**config.mk**
```make
export PLATFORM = sky130hd
export DESIGN_NAME = serial_subtractor
export DESIGN_NICKNAME = d
export VERILOG_FILES = /design/src/rtl/serial_subtractor.sv
export SDC_FILE = /design/constraint.sdc
export NUM_CORES = 1
export LEC_CHECK = 0
export CAP_MARGIN = 30
export CORE_MARGIN = 8
export CORE_UTILIZATION = 52
export DETAILED_ROUTE_END_ITERATION = 6
export GPL_TIMING_DRIVEN = 0
export MAX_ROUTING_LAYER = met4
export PLACE_DENSITY = 0.81
export SYNTH_ARGS = -nofsm -noshare
export SYNTH_HDL_FRONTEND = slang
export SYNTH_SLANG_ARGS = --single-unit
```
**constraint.sdc**
```tcl
create_clock -name clk -period 3.4 [get_ports clk]
set_input_delay 0.68 -clock clk [delete_from_list [all_inputs] [get_ports clk]]
set_output_delay 0.68 -clock clk [all_outputs]
set_load 0.02 [all_outputs]
```
**src/rtl/serial_subtractor.sv**
```systemverilog
// Bit-serial unsigned subtractor: {b_out, diff} = a - b - b_in, LSB first,
// one bit per clock behind a start/done handshake.
module serial_subtractor #(
  parameter int width = 2
) (
  input  logic           clk,
  input  logic           rst_n,
  input  logic           start,
  input  logic [width:0] a,
  input  logic [width:0] b,
  input  logic           b_in,
  output logic           busy,
  output logic           done,
  output logic [width:0] diff,
  output logic           b_out
);

  localparam int cnt_w = (width < 1) ? 1 : $clog2(width + 1);
  localparam logic [cnt_w-1:0] last_cnt = cnt_w'(width);

  typedef enum logic [1:0] {IDLE, RUN, DONE} state_t;

  state_t             state_reg;
  logic [width:0]     sa_reg;
  logic [width:0]     sb_reg;
  logic               borrow_reg;
  logic [width:0]     res_reg;
  logic [cnt_w-1:0]   cnt_reg;
  logic               busy_reg;
  logic               done_reg;
  logic [width:0]     diff_reg;
  logic               b_out_reg;

  logic               d_bit;
  logic               borrow_next;
  logic [width+1:0]   res_ext;
  logic [width:0]     res_next;

  assign d_bit       = sa_reg[0] ^ sb_reg[0] ^ borrow_reg;
  assign borrow_next = (~sa_reg[0] & sb_reg[0]) | (~(sa_reg[0] ^ sb_reg[0]) & borrow_reg);
  // New bit enters at the MSB; after width+1 shifts the LSB lands at bit 0.
  assign res_ext     = {d_bit, res_reg};
  assign res_next    = res_ext[width+1:1];

  always_ff @(posedge clk) begin
    if (!rst_n) begin
      state_reg  <= IDLE;
      sa_reg     <= '0;
      sb_reg     <= '0;
      borrow_reg <= 1'b0;
      res_reg    <= '0;
      cnt_reg    <= '0;
      busy_reg   <= 1'b0;
      done_reg   <= 1'b0;
      diff_reg   <= '0;
      b_out_reg  <= 1'b0;
    end else begin
      case (state_reg)
        IDLE, DONE: begin
          done_reg <= 1'b0;
          if (start) begin
            sa_reg     <= a;
            sb_reg     <= b;
            borrow_reg <= b_in;
            res_reg    <= '0;
            cnt_reg    <= '0;
            busy_reg   <= 1'b1;
            state_reg  <= RUN;
          end else begin
            busy_reg  <= 1'b0;
            state_reg <= IDLE;
          end
        end
        RUN: begin
          sa_reg     <= sa_reg >> 1;
          sb_reg     <= sb_reg >> 1;
          borrow_reg <= borrow_next;
          res_reg    <= res_next;
          cnt_reg    <= cnt_reg + 1'b1;
          if (cnt_reg == last_cnt) begin
            diff_reg  <= res_next;
            b_out_reg <= borrow_next;
            busy_reg  <= 1'b0;
            done_reg  <= 1'b1;
            state_reg <= DONE;
          end
        end
        default: begin
          busy_reg  <= 1'b0;
          done_reg  <= 1'b0;
          state_reg <= IDLE;
        end
      endcase
    end
  end

  assign busy  = busy_reg;
  assign done  = done_reg;
  assign diff  = diff_reg;
  assign b_out = b_out_reg;

endmodule

```
# Word level (Yosys, flattened, before mapping)
# Index checks and enable logic that the tools add are counted.
classes:
  reduce_logical: 6
  n_mux: 16
  eq_ne: 5
  n_addsub: 1
  bitwise_logic: 7
ops:
  columns: ["operator", "n"]
  rows:
  - ["$pmux W3 S2", 3]
  - ["$mux W3", 3]
  - ["$pmux W2 S2", 2]
  - ["$reduce_and A2 Y1", 3]
  - ["$eq A2 B2 Y1 const B", 2]
  - ["$mux W1", 4]
  - ["$mux W2", 2]
  - ["$ne A2 B2 Y1 const B", 2]
  - ["$pmux W1 S2", 2]
  - ["$add A2 B1 Y2 const B", 1]
  - ["$and A1 B1 Y1", 2]
  - ["$eq A2 B1 Y1 const B", 1]
  - ["$logic_not A2 Y1", 1]
  - ["$not A1 Y1", 2]
  - ["$reduce_bool A2 Y1", 1]
  - ["$reduce_or A2 Y1", 1]
  - ["$xor A1 B1 Y1", 2]
  - ["$or A1 B1 Y1", 1]
totals:
  ff_bits: 20
  out_inout_bits: 6
  word_cells: 45

# Logic depth before layout (Yosys ltp)
# Gate-level depths: netlist of the first run.
logic_depth:
  ltp_word: 5
  depth_mapped: 6
  mapped_depth_nobuf: 5

# Worst setup path after synthesis of the first run
# Ideal clock, no wire load.
synth_path:
  path_kind: "in2reg"
  from: "input start"
  to: "register borrow_reg"
  t_required_ns: 3.268
  arrival_time_ns: 1.127
  path_buffers: 1
  setup_ns: 0.132
  path_slack_ns: 2.140
  cell_stages: 4
  path_cell_list: "nor2b_1 buf_2 a2bb2oi_1 a21oi_1"
synth_between:
  elab_chain_cells: 2
synth_rtl:
  columns: ["item", "line_no", "rtl"]
  rows:
  - ["start, declared", "8", "input logic start,"]
  - ["$ne A2 B2 Y1 (no source line)", null, null]
  - ["$reduce_and A2 Y1 (no source line)", null, null]
  - ["end signal, assigned", "64", "borrow_reg <= b_in;"]
  - ["end signal, assigned", "77", "borrow_reg <= borrow_next;"]
  - ["end, declared", "26", "logic borrow_reg;"]
# No other way between the ends.
# A chain may end at the register's enable or synchronous reset.

# Worst setup path in the final report of the first run
layout_path:
  from: "register b_out_reg, in the netlist b_out"
  to: "output b_out"
layout_rtl:
  columns: ["item", "line_no", "rtl"]
  rows:
  - ["start, declared", "32", "logic b_out_reg;"]
  - ["start signal, assigned", "82", "b_out_reg <= borrow_next;"]
  - ["end, declared", "15", "output logic b_out"]
# No word-level cell between the ends.

==> reports/qor.yml, run 1 <==
global_routing:
  antenna_found_initial: 0
  grt_pass1_wl_microns: 2870
  grtUsageTotal: 0.134
  grt_max_degree: 11
  grt_pass1_vias: 680
  overflow: 0
outcome:
  status: "finished, final reports clean"
setup_path:
  critPathBufInv: 1
  cp.required_ps: 2720
  crit_path_start_kind: "flip-flop"
  crit_arrival_ps: 1260
  critPathMaxStageDelay_ps: 610
  critical_path_class: "reg2out"
  crit_fanout: 2
  critPathSlowestCell: "clkdlybuf4s50_1"
  end_kind: "primary output"
  cp_top_family: "buffers and inverters"
  path_cells: "clkdlybuf4s50_1"
logic_synthesis:
  synth_fp_nets: 104
  synth_compound_area_frac: 0.176
  syn_area_sq_um: 797
  synthAdderAreaFrac: 0.0408
  synth-seq-cells: 19
  synthMuxAreaShare: 0
  syn_avg_cell_area_sq_um: 8.66
  synth_seq_area_share: 0.477
  synth-xor-area-share: 0
  synthCells: 92
  yosysWarnings: 0
  yosysUniqueCellTypes: 26
  synth_top_family_by_area: "simple AND/OR/NAND/NOR gates"
  synth_simple_gate_area_frac: 0.226
clock_network:
  cts-htree-levels: 1
  ctsRootBufferMaster: "clkbuf_4"
  clk_latency_ps: 290
  clock_path_buffers: 2
  ctsResizeCount: 0
  clk_pin_slew_ps: 100
  holdBufCountCts: 0
  clock_sinks: 19
  cts_setup_buffers: 0
  cts_tree: "built"
  cts_buffers: 3
floorplanning:
  fp.coreArea_sq_mm: 0.00147
  die_x_microns: 55.2
  start_util: 0.542
  die_h_microns: 55.2
  ioPinCount: 16
  die_area_sq_mm: 0.00304
  rows: 14
final_layout:
  fin_area_sq_um: 993
  layout_common_cells: "19 x dfxtp_1, 16 x nand2_1, 15 x clkdlybuf4s50_1"
  drive_above_1_share: 0.108
  syn_to_final_growth_pct: 24.6
  nNetsFinal: 124
  num_antenna_cells: 0
  final_common_cell: "dfxtp_1"
place:
  gp_congestion: 0.765
  place.detailed.hpwl_microns: 1270
  portBuffers: 15
  pre_cts_ws_ps: 1370
  placedInstanceArea_sq_um: 967
timing:
  period_needed_ps: 1940
  drv_slew: 0
  setup_tns_ps: 0
  finalHoldViolations: 0
  relSlewSlack: 0.689
  finalWorstSetupSlack_ps: 1460
  finalSetupViolations: 0
  rsz0062_at_grt: "false"
  skew_ps: 1.87
  worst_pin_slew_ps: 467
  max_freq_mhz: 516
  timing.final.crit_share: 0.570
power:
  p_per_area_mw_per_mm2: 431
  peakVddDrop_mv: 0.298
  p_leak_nw: 0.362
  power.total_mw: 0.428
min_path:
  hold_class: "reg2reg"
detailed_routing:
  wirelength_microns: 1740
  drc_errors: 0
  vias_per_cell: 5.50
  first_pass_iters: 4
  num_vias: 698
  wire_per_inst_microns: 13.7
  ant_nets: 0
  drt_iter0_drc: 18
flow_run:
  drv_cap: 0
## cells in the mapped netlist (all sizes together)
master | n | area [sq um]
dfxtp | 19 | 380
nand2 | 16 | 60.1
a21oi | 12 | 63.8
nand3 | 10 | 50.1
buf | 7 | 48.8
a31oi | 4 | 25.0
inv | 4 | 15.0
o21ai | 4 | 20.0
nand2b | 2 | 15.0
nand3b | 2 | 15.0
nor2 | 2 | 7.51
a2bb2oi | 1 | 8.76
a311oi | 1 | 15.0
and2b | 1 | 7.51
and3 | 1 | 6.26
fa | 1 | 20.0
ha | 1 | 12.5
nor2b | 1 | 6.26
nor3 | 1 | 5.00
o21a | 1 | 7.51
or2b | 1 | 7.51
## power by group
| group | total (mW) | switching, mW | internal, mW |
|---|---|---|---|
| sequential | 0.242 | 0.00737 | 0.235 |
| combinational | 0.0735 | 0.0385 | 0.0350 |
| clock | 0.112 | 0.0667 | 0.0456 |
| total | 0.428 | 0.113 | 0.315 |
## final timing paths
check,startpoint,endpoint,slack [ps],cells past startpoint
worst max-delay path,b_out$_SDFFE_PN0P_,b_out,1460,1
worst min-delay path,diff[0]$_SDFFE_PN0P_,diff[0]$_SDFFE_PN0P_,460,2
worst max register to register,sb_reg[0]$_SDFFE_PN0P_,diff[2]$_SDFFE_PN0P_,2200,4
worst min register to register,diff[0]$_SDFFE_PN0P_,diff[0]$_SDFFE_PN0P_,460,2
## per-layer routing
layer,global-route usage,vias up,share of wire
met5,-,-,0
met4,0.0720,0,0.0092
met1,0.147,322,0.43
li1,-,351,-
met3,0.0321,2,0.060
met2,0.218,23,0.50
## cell families (layout without fill, tap and decap cells)
group / count (synthesis) / in the layout
adder cells (fa/ha/maj): 2 / 2
flip-flops: 19 / 19
AO/OA/AOI/OAI: 23 / 23
buffers and inverters: 11 / 30
AND/OR/NAND/NOR: 37 / 37
## through the flow
| step | util | hold slack [ps] | instances |
|---|---|---|---|
| floorplan | - | 444 | 92 |
| global route | 0.675 | 490 | 127 |
| global placement | 0.657 | 444 | 123 |
| finish | 0.675 | 459 | 127 |
| CTS | 0.675 | 462 | 127 |
| detailed placement | 0.657 | 447 | 123 |
## final cells by class
type / instances / area (sq um)
Fill cell: 135 / 478
Sequential cell: 19 / 380
Multi-Input combinational cell: 62 / 353
Timing Repair Buffer: 15 / 150
Buffer: 7 / 48.8
Clock buffer: 4 / 26.3
Tap cell: 16 / 20.0
Inverter: 4 / 15.0
No activity file was read; power rests on OpenSTA's default activity.
==> inputs of run 2 (changes only) <==
--- a/config.mk
+++ b/config.mk
@@ -7,11 +7,11 @@
 export LEC_CHECK = 0
 export CAP_MARGIN = 30
 export CORE_MARGIN = 8
-export CORE_UTILIZATION = 52
+export CORE_UTILIZATION = 48
 export DETAILED_ROUTE_END_ITERATION = 6
 export GPL_TIMING_DRIVEN = 0
 export MAX_ROUTING_LAYER = met4
-export PLACE_DENSITY = 0.81
+export PLACE_DENSITY = 0.75
 export SYNTH_ARGS = -nofsm -noshare
 export SYNTH_HDL_FRONTEND = slang
 export SYNTH_SLANG_ARGS = --single-unit
==> constraint.sdc (replaced) <==
create_clock -name clk -period 2 [get_ports clk]
set_input_delay 0.4 -clock clk [delete_from_list [all_inputs] [get_ports clk]]
set_output_delay 0.4 -clock clk [all_outputs]
set_load 0.02 [all_outputs]
==> reports/qor.yml, run 2 (synthesis results as in run 1) <==
timing:
  setup_tns_ps: 0
  period_needed_ps: 1670
  worst_pin_slew_ps: 450
  relSlewSlack: 0.700
  skew_ps: 11.2
  rsz0062_at_grt: "false"
  finalHoldViolations: 0
  max_freq_mhz: 599
  holdWs_ps: 460
  finalSetupViolations: 0
  drv_slew: 0
  timing.final.crit_share: 0.834
clock_network:
  clock_path_buffers: 2
  holdBufCountCts: 0
  cts_tree: "built"
  cts_buffers: 3
  cts_setup_buffers: 0
  clock_sinks: 19
  ctsRootBufferMaster: "clkbuf_4"
  clk_latency_ps: 300
  clk_pin_slew_ps: 100
  ctsResizeCount: 0
  cts-htree-levels: 1
global_routing:
  overflow: 0
  grt_pass1_wl_microns: 2980
  grt_pass1_vias: 670
  grt_max_degree: 12
  grtUsageTotal: 0.113
  antenna_found_initial: 0
place:
  gp_congestion: 0.739
  place.detailed.hpwl_microns: 1220
  portBuffers: 15
power:
  pwr-share-comb: 0.171
  p_leak_nw: 0.365
  p_per_area_mw_per_mm2: 737
  seqPwrFrac: 0.560
  pwr-share-clk: 0.269
  power.total_mw: 0.734
  switching_share: 0.273
  intPower_mw: 0.534
  peakVddDrop_mv: 0.376
  power.switching_mw: 0.200
setup_path:
  crit_arrival_ps: 1270
  critPathSlowestCell: "clkdlybuf4s50_1"
  path_cells: "clkdlybuf4s50_1"
  critPathBufInv: 1
  end_kind: "primary output"
  cp_top_family: "buffers and inverters"
  crit_fanout: 2
  critPathMaxStageDelay_ps: 620
  critical_path_class: "reg2out"
  cp.required_ps: 1600
  crit_path_start_kind: "flip-flop"
floorplanning:
  rows: 14
  die_h_microns: 56.8
  die_x_microns: 56.8
  fp.coreArea_sq_mm: 0.00152
  ioPinCount: 16
  die_area_sq_mm: 0.00322
  start_util: 0.523
final_layout:
  nNetsFinal: 124
  multi_input_area_sq_um: 353
  syn_to_final_growth_pct: 24.8
  fin_util: 0.653
  drive_above_1_share: 0.117
  layout_common_cells: "19 x dfxtp_1, 16 x nand2_1, 15 x clkdlybuf4s50_1"
  fillCellCount: 140
  regArea_sq_um: 380
  num_antenna_cells: 0
  final_common_cell: "dfxtp_1"
detailed_routing:
  drt_iter0_drc: 14
  wire_per_inst_microns: 13.4
  wirelength_microns: 1700
  first_pass_iters: 4
  drc_errors: 0
  ant_nets: 0
  vias_per_cell: 5.35
  num_vias: 680
outcome:
  status: "finished, final reports clean"
flow_run:
  drv_cap: 0
min_path:
  hold_class: "reg2reg"
==> run 2: power by group through the flow <==
| stage | sequential (mW) | clock (mW) | combinational [mW] |
|---|---|---|---|
| detailed placement | 0.419 | 0 | 0.125 |
| finish | 0.411 | 0.197 | 0.126 |
| floorplan | 0.419 | 0 | 0.0795 |
| CTS | 0.411 | 0.199 | 0.125 |
| global route | 0.414 | 0.220 | 0.141 |
| global placement | 0.419 | 0 | 0.123 |
==> run 2: per-layer routing <==
metal | up-vias | track usage | routed length (microns)
li1 | 351 | - | -
met1 | 315 | 0.139 | 810
met2 | 12 | 0.171 | 832
met3 | 2 | 0.0225 | 45
met4 | 0 | 0.0604 | 14
met5 | - | - | 0
==> run 2: worst register-to-register path, stage by stage (launching register included) <==
cell	delay, ps
dfxtp_1	360
inv_1	60
fa_1	540
nand3_1	80
a21oi_1	140
==> run 2: final cells by class <==
class,instances,share of cell area
Buffer,7,0.0491
Clock buffer,3,0.0226
Clock inverter,1,0.00503
Inverter,4,0.0151
Multi-Input combinational cell,62,0.355
Sequential cell,19,0.382
Tap cell,16,0.0201
Timing Repair Buffer,15,0.151
==> run 2: worst paths after layout <==
path	startpoint	to	slack [ps]	depth (start not counted)
max reg2reg	sb_reg[0]$_SDFFE_PN0P_	diff[2]$_SDFFE_PN0P_	770	4
min reg2reg	diff[0]$_SDFFE_PN0P_	diff[0]$_SDFFE_PN0P_	460	2
max	b_out$_SDFFE_PN0P_	b_out	330	1
min	diff[0]$_SDFFE_PN0P_	diff[0]$_SDFFE_PN0P_	460	2
==> run 2: metrics by stage <==
step,instance area [sq um],setup slack (ps),std cells
3_3_place_gp,967,298,123
3_5_place_dp,967,276,123
6_report,995,331,127
2_1_floorplan,797,905,92
5_1_grt,995,279,127
4_1_cts,995,312,127
==> inputs of run 3 (changes only) <==
--- a/config.mk
+++ b/config.mk
@@ -7,11 +7,11 @@
 export LEC_CHECK = 0
 export CAP_MARGIN = 30
 export CORE_MARGIN = 8
-export CORE_UTILIZATION = 48
+export CORE_UTILIZATION = 43
 export DETAILED_ROUTE_END_ITERATION = 6
 export GPL_TIMING_DRIVEN = 0
 export MAX_ROUTING_LAYER = met4
-export PLACE_DENSITY = 0.75
+export PLACE_DENSITY = 0.71
 export SYNTH_ARGS = -nofsm -noshare
 export SYNTH_HDL_FRONTEND = slang
 export SYNTH_SLANG_ARGS = --single-unit
==> constraint.sdc (replaced) <==
create_clock -name clk -period 1.4 [get_ports clk]
set_input_delay 0.28 -clock clk [delete_from_list [all_inputs] [get_ports clk]]
set_output_delay 0.28 -clock clk [all_outputs]
set_load 0.02 [all_outputs]
==> reports/qor.yml, run 3 (synthesis results as in run 1) <==
power:
  p_per_area_mw_per_mm2: 1040
  p_leak_nw: 0.390
  power.total_mw: 1.04
  peakVddDrop_mv: 0.609
detailed_routing:
  dr_wl_met3_microns: 90
  drt-met1-wl_microns: 779
  ant_nets: 0
  first_pass_iters: 4
  drt_iter0_drc: 10
  wirelength_microns: 1640
  num_vias: 694
  met2WireLength_microns: 738
  highest_layer: "met4"
  wire_per_inst_microns: 12.1
  drc_errors: 0
  vias_per_cell: 5.10
timing:
  timing.final.crit_share: 0.916
  drv_slew: 0
  max_freq_mhz: 780
  skew_ps: 1.10
  finalHoldViolations: 0
  holdWs_ps: 458
  worst_pin_slew_ps: 470
  period_needed_ps: 1280
  setup_tns_ps: 0
  relSlewSlack: 0.687
  rsz0062_at_grt: "false"
  finalSetupViolations: 0
final_layout:
  layout_common_cells: "19 x dfxtp_1, 16 x nand2_1, 11 x a21oi_1"
  num_antenna_cells: 0
  final_common_cell: "dfxtp_1"
  drive_above_1_share: 0.108
  stdcell_count: 136
  fin_area_sq_um: 997
  nNetsFinal: 124
  syn_to_final_growth_pct: 25.1
global_routing:
  overflow: 0
  grt_pass1_vias: 682
  grt_pass1_wl_microns: 2790
  grt_max_degree: 11
  grtUsageTotal: 0.106
  antenna_found_initial: 0
floorplanning:
  die_area_sq_mm: 0.00349
  die_x_microns: 59.1
  fp.coreArea_sq_mm: 0.00173
  ioPinCount: 16
  rows: 15
  start_util: 0.462
  die_h_microns: 59.1
setup_path:
  critPathSlowestCell: "clkdlybuf4s50_1"
  critPathBufInv: 3
  critPathMaxStageDelay_ps: 480
  end_kind: "flip-flop"
  critical_path_class: "in2reg"
  crit_path_start_kind: "input pin"
  cp_top_family: "buffers and inverters"
  crit_fanout: 10
  path_cells: "clkdlybuf4s50_1 -> inv_1 -> buf_1 -> nor2_1"
  crit_arrival_ps: 1460
  cp.required_ps: 1580
place:
  gp_congestion: 0.756
  portBuffers: 15
  post-place-cells: 132
  placedInstanceArea_sq_um: 978
clock_network:
  holdBufCountCts: 0
  clock_sinks: 19
  clk_pin_slew_ps: 100
  clock_path_buffers: 2
  ctsResizeCount: 6
  cts_tree: "built"
  cts_buffers: 3
  ctsRootBufferMaster: "clkbuf_4"
  clk_latency_ps: 290
  cts-htree-levels: 1
  cts_setup_buffers: 0
outcome:
  status: "finished, final reports clean"
min_path:
  hold_class: "reg2reg"
flow_run:
  drv_cap: 0
run 3: area by class of cell:
class,instances,area (sq um)
fillers,168,729
flip-flops and latches,19,380
multi-input cells,62,353
repair buffers,15,143
plain buffers,7,48.8
well taps,25,31.3
clock buffers,4,26.3
inverters,4,15.0
run 3: stage by stage:
step	setup slack (ps)	utilization
6_report	118	0.578
3_3_place_gp	-192	0.567
4_1_cts	126	0.578
2_1_floorplan	305	-
3_5_place_dp	-188	0.567
5_1_grt	52.7	0.578
run 3: per-layer routing:
layer / GRT usage / up-vias
met5: - / -
met4: 0.0512 / 0
met3: 0.0347 / 7
met2: 0.171 / 22
met1: 0.115 / 314
li1: - / 351
run 3: report_power, final:
part	switching, mW	leakage (nW)	internal, mW
Combinational	0.0901	0.219	0.0828
Clock	0.164	0.0150	0.111
Sequential	0.0173	0.155	0.570
run 3: final timing paths:
path                                        startpoint                        end  slack (ps)  cells after the start
worst max-delay path                             rst_n  state_reg[0]$_SDFFE_PN0P_         120                      4
worst min-delay path              diff[0]$_SDFFE_PN0P_       diff[0]$_SDFFE_PN0P_         460                      2
worst max register to register  sb_reg[0]$_SDFFE_PN0P_       diff[2]$_SDFFE_PN0P_         210                      4
worst min register to register    diff[0]$_SDFFE_PN0P_       diff[0]$_SDFFE_PN0P_         460                      2
run 3: tightest hold or removal path, cell delays in order (launching register included):
cell,delay (ps)
dfxtp_1,320
nand2_1,50
a21oi_1,50
